### src/rtl/mem_arbiter_pkg.sv
// Shared LC-3b type definitions used by the memory arbiter.
// Word and write-mask widths, arbiter FSM states and port identifiers.
package lc3b_types;

    typedef logic [15:0] lc3b_word;
    typedef logic [1:0]  lc3b_mem_wmask;

    typedef enum logic [1:0] {
        IDLE,
        I_BUSY,
        D_BUSY
    } lc3b_arb_state;

    typedef enum logic {
        ARB_I,
        ARB_D
    } lc3b_arb_port;

endpackage

### src/rtl/mem_arbiter_select.sv
// Combinational grant selection between the instruction and data ports.
// A lone requester always wins; on contention the port that did not win
// last time is chosen (a constant last_grant of ARB_I gives fixed D priority).
module mem_arbiter_select
    import lc3b_types::*;
(
    input  logic         i_req,
    input  logic         d_req,
    input  lc3b_arb_port last_grant,
    output logic         grant_valid,
    output lc3b_arb_port grant_port
);

    // Pick the winning port from the current request lines.
    always_comb begin
        grant_valid = i_req | d_req;
        grant_port  = ARB_D;
        if (i_req && !d_req) begin
            grant_port = ARB_I;
        end else if (i_req && d_req && (last_grant == ARB_D)) begin
            grant_port = ARB_I;
        end
    end

endmodule

### src/rtl/mem_arbiter.sv
// Shared-memory arbiter: serialises I-fetch and D-memory word requests onto
// one physical-memory port and routes the completion back to the owner.
// Optional macro ARB_ROUND_ROBIN_EN: alternate grants on contested requests
// (default build uses fixed data-port priority).
module mem_arbiter
    import lc3b_types::*;
(
    input  logic          clk,
    input  logic          reset,

    input  logic          i_mem_read,
    input  lc3b_word      i_mem_address,
    output lc3b_word      i_mem_rdata,
    output logic          i_mem_resp,

    input  logic          d_mem_read,
    input  logic          d_mem_write,
    input  lc3b_word      d_mem_address,
    input  lc3b_word      d_mem_wdata,
    input  lc3b_mem_wmask d_mem_byte_enable,
    output lc3b_word      d_mem_rdata,
    output logic          d_mem_resp,

    output logic          pmem_read,
    output logic          pmem_write,
    output lc3b_word      pmem_address,
    output lc3b_word      pmem_wdata,
    output lc3b_mem_wmask pmem_byte_enable,
    input  lc3b_word      pmem_rdata,
    input  logic          pmem_resp
);

    lc3b_arb_state state;
    lc3b_arb_state state_next;

    lc3b_word      lat_addr;
    lc3b_word      lat_wdata;
    lc3b_mem_wmask lat_mask;
    logic          lat_write;

    logic          d_req;
    logic          grant_valid;
    lc3b_arb_port  grant_port;
    lc3b_arb_port  last_grant;
    logic          grant_now;

    // Simultaneous read+write on the data port is treated as a write.
    assign d_req     = d_mem_read | d_mem_write;
    assign grant_now = (state == IDLE) && grant_valid;

    mem_arbiter_select u_select (
        .i_req       (i_mem_read),
        .d_req       (d_req),
        .last_grant  (last_grant),
        .grant_valid (grant_valid),
        .grant_port  (grant_port)
    );

`ifdef ARB_ROUND_ROBIN_EN
    // Remember the most recent winner; reset value makes the first contest go to D.
    always_ff @(posedge clk) begin
        if (reset) begin
            last_grant <= ARB_I;
        end else if (grant_now) begin
            last_grant <= grant_port;
        end
    end
`else
    assign last_grant = ARB_I;
`endif

    // State register.
    always_ff @(posedge clk) begin
        if (reset) begin
            state <= IDLE;
        end else begin
            state <= state_next;
        end
    end

    // Next-state: grant from IDLE, return to IDLE on the memory completion.
    always_comb begin
        state_next = state;
        case (state)
            IDLE: begin
                if (grant_valid) begin
                    state_next = (grant_port == ARB_D) ? D_BUSY : I_BUSY;
                end
            end
            I_BUSY, D_BUSY: begin
                if (pmem_resp) begin
                    state_next = IDLE;
                end
            end
            default: state_next = IDLE;
        endcase
    end

    // Capture the granted request so the physical port sees stable values.
    always_ff @(posedge clk) begin
        if (reset) begin
            lat_addr  <= '0;
            lat_wdata <= '0;
            lat_mask  <= '0;
            lat_write <= 1'b0;
        end else if (grant_now) begin
            if (grant_port == ARB_D) begin
                lat_addr  <= d_mem_address;
                lat_wdata <= d_mem_wdata;
                lat_mask  <= d_mem_byte_enable;
                lat_write <= d_mem_write;
            end else begin
                lat_addr  <= i_mem_address;
                lat_wdata <= '0;
                lat_mask  <= '0;
                lat_write <= 1'b0;
            end
        end
    end

    // Drive the physical port from the latches and route completion to the owner.
    // Responses are suppressed during reset so an aborted transaction never completes.
    always_comb begin
        pmem_read        = (state != IDLE) && !lat_write;
        pmem_write       = (state != IDLE) &&  lat_write;
        pmem_address     = lat_addr;
        pmem_wdata       = lat_wdata;
        pmem_byte_enable = lat_mask;
        i_mem_resp       = (state == I_BUSY) && pmem_resp && !reset;
        d_mem_resp       = (state == D_BUSY) && pmem_resp && !reset;
        i_mem_rdata      = (state == I_BUSY) ? pmem_rdata : '0;
        d_mem_rdata      = (state == D_BUSY) ? pmem_rdata : '0;
    end

endmodule

### config.mk
export PLATFORM = sky130hd
export DESIGN_NAME = mem_arbiter
export DESIGN_NICKNAME = d
export VERILOG_FILES = /design/src/rtl/mem_arbiter_pkg.sv /design/src/rtl/mem_arbiter_select.sv /design/src/rtl/mem_arbiter.sv
export SDC_FILE = /design/constraint.sdc
export NUM_CORES = 1
export LEC_CHECK = 0
export ABC_AREA = 1
export CELL_PAD_IN_SITES_DETAIL_PLACEMENT = 0
export CELL_PAD_IN_SITES_GLOBAL_PLACEMENT = 1
export CORE_MARGIN = 3
export CORE_UTILIZATION = 24
export DETAILED_ROUTE_END_ITERATION = 8
export PLACE_DENSITY_LB_ADDON = 0.1
export SKIP_LAST_GASP = 1
export SYNTH_ARGS = -nofsm -noshare
export SYNTH_HDL_FRONTEND = slang
export SYNTH_SLANG_ARGS = --single-unit
### constraint.sdc
create_clock -name clk -period 3.28 [get_ports clk]
set_input_delay 0.492 -clock clk [delete_from_list [all_inputs] [get_ports clk]]
set_output_delay 0.492 -clock clk [all_outputs]
set_load 0.02 [all_outputs]
==> reports/metrics.yaml, run 1 <==
worst_setup_path:
  rrSetupSlack_ps: 1580
  crit_required_ps: 2790
  rr_startpoint: "state[0]"
  path_max_fanout: 17
  cp-start-kind: "flip-flop"
  path_class: "reg -> out"
  crit_path_end_kind: "output pin"
  r2r_cells: 7
  critical_path_arrival_ps: 2050
  regToRegEndpoint: "pmem_address[15]"
floorplanning:
  die_w_um: 99.4
  num_io_pins: 142
  fp-row-count: 33
  start_util: 0.251
  die_h_um: 99.4
  core_area_um2: 8340
  die-area_um2: 9870
sta:
  clock_skew_ps: 8.50
  setup-tns-final_ps: 0
  rsz0062_at_grt: "no"
  worst_hold_slack_ps: 461
  min_period_over_period: 0.775
  drv_slew: 0
  slew_headroom: 0.599
  hold_viol: 0
  tightest_slew_ps: 602
  setup_violations: 0
  setup_ws_ps: 737
  clock.fmax_mhz: 393
  post-route-min-period_ps: 2540
synthesis:
  synthCells: 349
  ys_ff_latch: 37
  netlist.area_leader.share: 0.354
  syn_area_um2: 2090
  yosys.area.top_type: "dfxtp_1"
  syn_area_per_cell_um2: 5.99
  synth_nets: 424
  synth_area_leaders: "dfxtp_1, nand2_1, inv_1, nor2_1, a21oi_1"
  ys_warn_count: 0
  seq_area_frac_synth: 0.354
  ys_types: 15
global_route:
  grt_overflow: 0
  grt_pass1_vias: 2160
  grt_util_all_layers: 0.129
  grt_max_degree: 36
  antenna_found_initial: 0
  grt_pass1_wl_um: 10500
place:
  gp_congestion: 0.728
  port_buffers: 141
  dp_hpwl_um: 4850
  place_ws_ps: 1000
pwr:
  ir_drop_uv: 227
  finalPower_w: 0.00144
  powerDensity_nw_per_um2: 395
  cellLeakagePower_nw: 1.86
detailed_routing:
  wl_per_cell_um: 10.7
  wirelength_um: 6290
  drt_iter0_markers: 33
  route.vias.total: 2294
  viasPerCell: 3.90
  dr.pass1.iters: 4
  drc: 0
  ant_nets: 0
clock_network:
  post-cts-setup-buffers: 0
  cts_resized: 0
  cts.path.max_buffers: 2
  htree_levels: 2
  clk_pin_slew_ps: 80
  cts_tree: "built"
  cts_root_buf: "clkbuf_8"
  clock_sinks: 37
  clkLatencyLatePin_ps: 290
  postCtsHoldBufs: 0
  cts_made_buffers: 5
cells_and_area:
  drive_gt1_frac: 0.0352
  final_util: 0.437
  seq_area_um2: 741
  final_nets: 557
  insertedDiodeCount: 0
  multiInputGateArea_um2: 968
  syn_to_final_growth_pct: 74.3
  fill_cells: 902
run_status:
  outcome: "completed"
hold_path:
  whs_path_depth: 2
  hold_start: "pmem_byte_enable[0]"
  timing.hold.worst.class: "reg -> reg"
  holdPathEnd: "pmem_byte_enable[0]"
flow_run:
  max_cap_viol_count: 0
==> layout make-up <==
cell class | instances | area share
Tap cell | 105 | 0.0360
Clock buffer | 6 | 0.0226
Multi-Input combinational cell | 225 | 0.266
Clock inverter | 2 | 0.0103
Sequential cell | 37 | 0.203
Inverter | 71 | 0.0731
Timing Repair Buffer | 142 | 0.389
==> logic make-up (layout without fill, tap and decap cells) <==
kind of cell / after synthesis / after routing / synth area share
flip-flops: 37 / 37 / 0.354
buffers and inverters: 87 / 221 / 0.183
AND/OR/NAND/NOR: 200 / 200 / 0.387
adder cells (fa/ha/maj): 3 / 3 / 0.0179
AO/OA/AOI/OAI: 22 / 22 / 0.0580
==> layout by cell type (no fill, tap or decap) <==
cell type,count
nand2_1,141
clkdlybuf4s50_1,141
inv_1,69
nor2_1,52
dfxtp_1,37
a21oi_1,21
clkbuf_8,6
nand2_4,3
ha_1,3
nor2_8,2
inv_2,2
nand3_1,1
nand4_1,1
a21oi_4,1
bufinv_16,1
clkinvlp_4,1
buf_4,1
==> power by group <==
part,switching (W),internal [W]
clock,0.000166,0.000247
combinational,0.000264,0.000245
sequential,0.0000229,0.000497
==> worst max-delay path by stage <==
stage / start / depth (start not counted) / end
floorplan: state[0] / 6 / d_mem_rdata[10]
global placement: pmem_resp / 4 / d_mem_resp
detailed placement: state[0] / 5 / d_mem_resp
CTS: state[0] / 5 / d_mem_resp
global route: state[0] / 5 / d_mem_rdata[14]
finish: state[0] / 5 / d_mem_resp
==> routing by layer <==
layer	part of all wire	wire, µm	track usage
met1	0.44	2770	0.158
met2	0.47	2930	0.217
met3	0.090	569	0.0477
met4	0.0043	27	0.0284
met5	0	0	0
==> per-stage QoR <==
stage | cell area [µm²] | cells
global route | 3650 | 588
finish | 3650 | 588
floorplan | 2090 | 349
detailed placement | 3530 | 580
global placement | 3530 | 580
CTS | 3650 | 588
==> state kept, by name, summed over array words and instances (netlist names) <==
register          flops
lat_write             1
pmem_address         16
pmem_byte_enable      2
pmem_wdata           16
state                 2
==> cells in the mapped netlist, drive strengths merged <==
cell / instances
a21oi: 22
buf: 9
clkbuf: 7
dfxtp: 37
ha: 3
inv: 71
nand2: 144
nand3: 1
nand4: 1
nor2: 54
==> worst max-delay path: stages, from the launching register on <==
cell and delay, ps:
dfxtp_1 330, inv_1 80, ha_1 540, nand2_1 100
nor2_1 110, clkdlybuf4s50_1 610
No activity file was read; power rests on OpenSTA's default activity.
==> inputs of run 2 (changes only) <==
--- a/config.mk
+++ b/config.mk
@@ -9,7 +9,7 @@
 export CELL_PAD_IN_SITES_DETAIL_PLACEMENT = 0
 export CELL_PAD_IN_SITES_GLOBAL_PLACEMENT = 1
 export CORE_MARGIN = 3
-export CORE_UTILIZATION = 24
+export CORE_UTILIZATION = 20
 export DETAILED_ROUTE_END_ITERATION = 8
 export PLACE_DENSITY_LB_ADDON = 0.1
 export SKIP_LAST_GASP = 1
==> constraint.sdc (replaced) <==
create_clock -name clk -period 2.1 [get_ports clk]
set_input_delay 0.315 -clock clk [delete_from_list [all_inputs] [get_ports clk]]
set_output_delay 0.315 -clock clk [all_outputs]
set_load 0.02 [all_outputs]
==> run 2 against run 1 <==
Die area rose by 19%; clock power up 26%; via count grew 0.96%; critical path depth up 1; non-clock buffer count is 5 higher; largest power group unchanged.
==> reports/metrics.yaml, run 2 (synthesis results as in run 1) <==
hold_path:
  whs_path_depth: 2  # unchanged
  timing.hold.worst.class: "reg -> reg"
  holdPathEnd: "pmem_byte_enable[1]"
  hold_start: "pmem_byte_enable[1]"
global_route:
  grt_util_all_layers: 0.112  # -0.0170
  grt_max_degree: 36  # unchanged
  grt_pass1_vias: 2132  # -1.3%
  grt_pass1_wl_um: 10400  # -1.2%
  grt_overflow: 0  # unchanged
  antenna_found_initial: 0  # unchanged
cells_and_area:
  final_common_cell: "nand2_1"
  final_util: 0.370  # -0.0674
  syn_to_final_growth_pct: 76.0
  layout_common_cells: "nand2_1, clkdlybuf4s50_1, inv_1"
  drive_gt1_frac: 0.0451  # +0.00989
  insertedDiodeCount: 0  # unchanged
  final_nets: 562  # +0.90%
sta:
  rsz0062_at_grt: "no"
  setup_ws_ps: 229  # -508 ps
  setup_violations: 0  # unchanged
  clock_skew_ps: 6.29  # -2.21 ps
  drv_slew: 0  # unchanged
  worst_hold_slack_ps: 462  # +1.18 ps
  slew_headroom: 0.638  # +0.0392
  setup-tns-final_ps: 0  # unchanged
  min_period_over_period: 0.891
  post-route-min-period_ps: 1870
  tightest_slew_ps: 542  # -59.5 ps
  hold_viol: 0  # unchanged
  clock.fmax_mhz: 534
floorplanning:
  num_io_pins: 142  # unchanged
  die_w_um: 108  # +9.0%
  die_h_um: 108  # +9.0%
  fp-row-count: 36  # +9.1%
  die-area_um2: 11700  # +19%
  core_area_um2: 9950  # +19%
  start_util: 0.210  # -0.0407
worst_setup_path:
  cp_cell_sequence: "inv_1 -> ha_1 -> buf_4 -> nand2_1 -> nor2_1 -> dlygate4sd2_1"
  r2r_cells: 9  # +2
  cp-start-kind: "flip-flop"
  rr_startpoint: "state[0]"
  cp_slowest_cell: "dfxtp_1"
  crit_required_ps: 1780  # -1010 ps
  crit_path_end_kind: "output pin"
  path_class: "reg -> out"
  critical_path_arrival_ps: 1560  # -490 ps
  path_max_fanout: 17  # unchanged
  slowest_delay_ps: 340  # -270 ps
  rrSetupSlack_ps: 540  # -1040 ps
  regToRegEndpoint: "pmem_address[13]"
pwr:
  p_sw_frac: 0.349  # +0.0354
  p_switching_w: 0.000743  # +64%
  powerDensity_nw_per_um2: 577  # +46%
  cellLeakagePower_nw: 2.17  # +16%
  ir_drop_uv: 278  # +23%
  power_frac_seq: 0.382  # +0.022
  p_clk_frac: 0.245  # -0.041
  combPwrFrac: 0.372  # +0.019
  power.internal_w: 0.00138  # +40%
  finalPower_w: 0.00213  # +47%
detailed_routing:
  ant_nets: 0  # unchanged
  route.vias.total: 2316  # +0.96%
  wl_per_cell_um: 10.9  # +2.0%
  wirelength_um: 6780  # +7.8%
  viasPerCell: 3.73  # -4.4%
  drc: 0  # unchanged
  drt_iter0_markers: 62  # +88%
  dr.pass1.iters: 4  # unchanged
clock_network:
  post-cts-setup-buffers: 0  # unchanged
  cts_tree: "built"
  clock_sinks: 37  # unchanged
  clkLatencyLatePin_ps: 290  # about the same
  cts_made_buffers: 5  # unchanged
  cts.path.max_buffers: 2  # unchanged
  clk_pin_slew_ps: 80  # about the same
  cts_root_buf: "clkbuf_8"
  htree_levels: 2  # unchanged
place:
  gp_congestion: 0.660  # -9.4%
  port_buffers: 141  # unchanged
  dp_hpwl_um: 4990  # +2.8%
  place_ws_ps: 184  # -817 ps
flow_run:
  max_cap_viol_count: 0  # unchanged
run_status:
  outcome: "completed"
[run 2: changes by cell type in the layout (fill, tap and decap cells not counted), sizes merged, moves of 5 or more]
cell / delta
dlymetal6s2s: +10
buf: +5
clkdlybuf4s50: -36
dlygate4sd2: +26
[run 2: power by group through the flow]
| stage | Sequential (W) | Clock [W] | Combinational [W] |
|---|---|---|---|
| 2_1_floorplan | 0.000911 | 0 | 0.000347 |
| 3_3_place_gp | 0.000828 | 0 | 0.000826 |
| 3_5_place_dp | 0.000829 | 0 | 0.000827 |
| 4_1_cts | 0.000814 | 0.000559 | 0.000810 |
| 5_1_grt | 0.000824 | 0.000578 | 0.000878 |
| 6_report | 0.000812 | 0.000521 | 0.000792 |
[run 2: worst max path at each step]
stage                         from               to  slack [ps]  cells past startpoint
after floorplan           state[0]  d_mem_rdata[10]         560                      6
after global placement       reset       i_mem_resp         180                      3
after detailed placement     reset       d_mem_resp         180                      3
after CTS                 state[1]   i_mem_rdata[9]         0.6                      6
after global routing      state[0]       d_mem_resp          10                      6
final                     state[0]       d_mem_resp         230                      6
[run 2: routing by layer]
metal	vias up	share of wire	track usage
met3	7	0.079	0.0304
li1	1267	-	-
met4	0	0.0093	0.0325
met5	-	0	0
met2	74	0.47	0.194
met1	968	0.45	0.136
[run 2: area by class of cell]
type	count	area (µm²)
Clock buffer	5	68.8
Timing Repair Buffer	147	1450
Sequential cell	37	741
Inverter	71	267
Clock inverter	3	21.3
Multi-Input combinational cell	225	968
Tap cell	133	166
Fill cell	1117	6270
[run 2: what timing repair did]
action,in CTS,in global routing
endpoints found under the setup margin,26,10
resized for setup,26,10
hold buffers,0,0
pin swaps,0,0
[run 2: per-stage QoR]
stage,std cells,area [µm²]
finish,621,3680
global route,621,3680
CTS,621,3660
detailed placement,613,3600
global placement,613,3600
floorplan,349,2090
[run 2: critical path, delay by kind of cell (launching register included)]
family	cells	cell delay [ps]
buffers and inverters	3	630
flip-flops	1	340
AND/OR/NAND/NOR	2	150
adder cells (fa/ha/maj)	1	140
==> inputs of run 3 (changes only) <==
--- a/config.mk
+++ b/config.mk
@@ -9,8 +9,9 @@
 export CELL_PAD_IN_SITES_DETAIL_PLACEMENT = 0
 export CELL_PAD_IN_SITES_GLOBAL_PLACEMENT = 1
 export CORE_MARGIN = 3
-export CORE_UTILIZATION = 20
+export CORE_UTILIZATION = 42
 export DETAILED_ROUTE_END_ITERATION = 8
+export DONT_BUFFER_PORTS = 1
 export PLACE_DENSITY_LB_ADDON = 0.1
 export SKIP_LAST_GASP = 1
 export SYNTH_ARGS = -nofsm -noshare
==> constraint.sdc (replaced) <==
create_clock -name clk -period 2.45 [get_ports clk]
set_input_delay 0.3675 -clock clk [delete_from_list [all_inputs] [get_ports clk]]
set_output_delay 0.3675 -clock clk [all_outputs]
set_load 0.02 [all_outputs]
==> run 3 against run 2 <==
Sequential cell count stayed put; worst hold slack worse by 330 ps; first-iteration DRC count is the same; core utilization up 9.1 points; routed wire length down 30%; non-clock buffer count fell by 145; global-route usage is 4.5 points higher; critical endpoint is now d_mem_rdata[0]; highest routed layer unchanged.
==> reports/metrics.yaml, run 3 (synthesis results as in run 1) <==
run_status:
  outcome: "completed"
detailed_routing:
  route.vias.total: 1833  # -21%
  dr.pass1.iters: 4  # unchanged
  wirelength_um: 4720  # -30%
  drt_iter0_markers: 62  # unchanged
  wl_per_cell_um: 11.5  # +5.5%
  ant_nets: 0  # unchanged
  viasPerCell: 4.47  # +20%
  drc: 0  # unchanged
sta:
  rsz0062_at_grt: "no"
  tightest_slew_ps: 534  # -8.11 ps
  setup_violations: 0  # unchanged
  setup-tns-final_ps: 0  # unchanged
  clock.fmax_mhz: 536
  worst_hold_slack_ps: 129  # -333 ps
  min_period_over_period: 0.761
  drv_slew: 0  # unchanged
  post-route-min-period_ps: 1870
  hold_viol: 0  # unchanged
  slew_headroom: 0.644  # +0.00541
  clock_skew_ps: 6.84  # +0.552 ps
worst_setup_path:
  crit_path_end_kind: "output pin"
  rr_startpoint: "state[0]"
  regToRegEndpoint: "pmem_address[4]"
  path_class: "reg -> out"
  r2r_cells: 7  # -2
  cpMostUsedCell: "inv_1"
  slowest_delay_ps: 370  # +30 ps
  critical_path_arrival_ps: 1500  # -60 ps
  crit_start: "state[0]"
  crit_required_ps: 2080  # +300 ps
  cp-start-kind: "flip-flop"
  path_max_fanout: 10  # -7
  rrSetupSlack_ps: 810  # +270 ps
  endpoint: "d_mem_rdata[0]"
  cp_slowest_cell: "ha_1"
  cp_cell_sequence: "inv_1 -> ha_1 -> buf_4 -> nand2_1 -> inv_1"
cells_and_area:
  drive_gt1_frac: 0.0525  # +0.00740
  multiInputGateArea_um2: 968  # unchanged
  seq_area_um2: 741  # unchanged
  layout_common_cells: "nand2_1, inv_1, nor2_1"
  final_common_cell: "nand2_1"
  final_util: 0.461  # +0.0907
  insertedDiodeCount: 0  # unchanged
  syn_to_final_growth_pct: 4.67
  fill_cells: 521  # -53%
  final_nets: 417  # -26%
floorplanning:
  die-area_um2: 5860  # -50%
  core_area_um2: 4750  # -52%
  fp-row-count: 25  # -31%
  die_w_um: 76.6  # -29%
  num_io_pins: 142  # unchanged
  start_util: 0.440  # +0.230
  die_h_um: 76.6  # -29%
pwr:
  p_clk_frac: 0.329  # +0.084
  power_frac_seq: 0.479  # +0.097
  ir_drop_uv: 381  # +37%
  p_switching_w: 0.000561  # -24%
  p_sw_frac: 0.345  # -0.00398
  powerDensity_nw_per_um2: 742  # +29%
  combPwrFrac: 0.192  # -0.180
  power.internal_w: 0.00106  # -23%
  cellLeakagePower_nw: 1.34  # -38%
hold_path:
  timing.hold.worst.class: "in -> reg"
global_route:
  grt_overflow: 0  # unchanged
  grt_pass1_vias: 1650  # -23%
  grt_max_degree: 36  # unchanged
  antenna_found_initial: 0  # unchanged
  grt_pass1_wl_um: 7490  # -28%
  grt_util_all_layers: 0.157  # +0.0449
clock_network:
  cts_resized: 0  # -100%
  post-cts-setup-buffers: 0  # unchanged
  clk_pin_slew_ps: 80  # about the same
  cts_root_buf: "clkbuf_8"
  clock_sinks: 37  # unchanged
  cts.path.max_buffers: 2  # unchanged
  cts_made_buffers: 5  # unchanged
  cts_tree: "built"
  postCtsHoldBufs: 0  # unchanged
  htree_levels: 2  # unchanged
  clkLatencyLatePin_ps: 290  # about the same
place:
  dp_hpwl_um: 3400  # -32%
  port_buffers: 0  # -100%
  gp_congestion: 0.740  # +12%
flow_run:
  max_cap_viol_count: 0  # unchanged
[run 3: cell count changes in the layout (fill, tap and decap cells not counted)]
cell / delta
clkdlybuf4s50_1: -105
dlygate4sd2_1: -26
dlymetal6s2s_1: -10
buf_4: -4
bufinv_16: +1
clkinv_2: -1
clkinv_4: +1
inv_6: -1
[run 3: power groups by stage]
stage,Combinational (W),Clock (W),Sequential [W]
after floorplan,0.000297,0,0.000781
after global placement,0.000314,0,0.000795
after detailed placement,0.000317,0,0.000795
after CTS,0.000317,0.000552,0.000781
after global routing,0.000361,0.000575,0.000787
final,0.000311,0.000535,0.000779
[run 3: cell type report]
cell class,instances,share of cell area
inverter,71,0.122
multi-input combinational,225,0.442
clock inverter,3,0.0211
clock buffer,5,0.0314
tap,67,0.0383
sequential,37,0.338
timing repair buffer,2,0.00686
[run 3: metrics by stage]
step           instance area [µm²]  setup WS (ps)  total power (W)  instances
4_1_cts                       2190            569          0.00165        410
3_3_place_gp                  2070            856          0.00111        402
5_1_grt                       2190            465          0.00172        410
2_1_floorplan                 2090            853          0.00108        349
3_5_place_dp                  2070            793          0.00111        402
6_report                      2190            585          0.00162        410
[run 3: how the worst min path moves through the flow]
stage | slack (ps) | startpoint | end | cells after the start
2_1_floorplan | 440 | reset | pmem_wdata[2] | 1
3_3_place_gp | 440 | reset | pmem_wdata[6] | 1
3_5_place_dp | 440 | reset | pmem_wdata[10] | 1
4_1_cts | 120 | reset | pmem_wdata[10] | 1
5_1_grt | 110 | reset | pmem_wdata[6] | 1
6_report | 130 | reset | pmem_wdata[3] | 1
[run 3: layer usage]
| metal | part of all wire | track usage | vias up |
|---|---|---|---|
| met1 | 0.42 | 0.178 | 774 |
| li1 | - | - | 976 |
| met4 | 0.013 | 0.0543 | 0 |
| met3 | 0.093 | 0.0662 | 6 |
| met2 | 0.47 | 0.264 | 77 |
| met5 | 0 | 0 | - |
[run 3: worst max-delay path: cells and delay by family, from the launching register on]
kind                       cells  cell delay, ps
adders and majority gates      1             370
and+or+nand+nor                1              60
DFF                            1             330
buffers and inverters          3             450
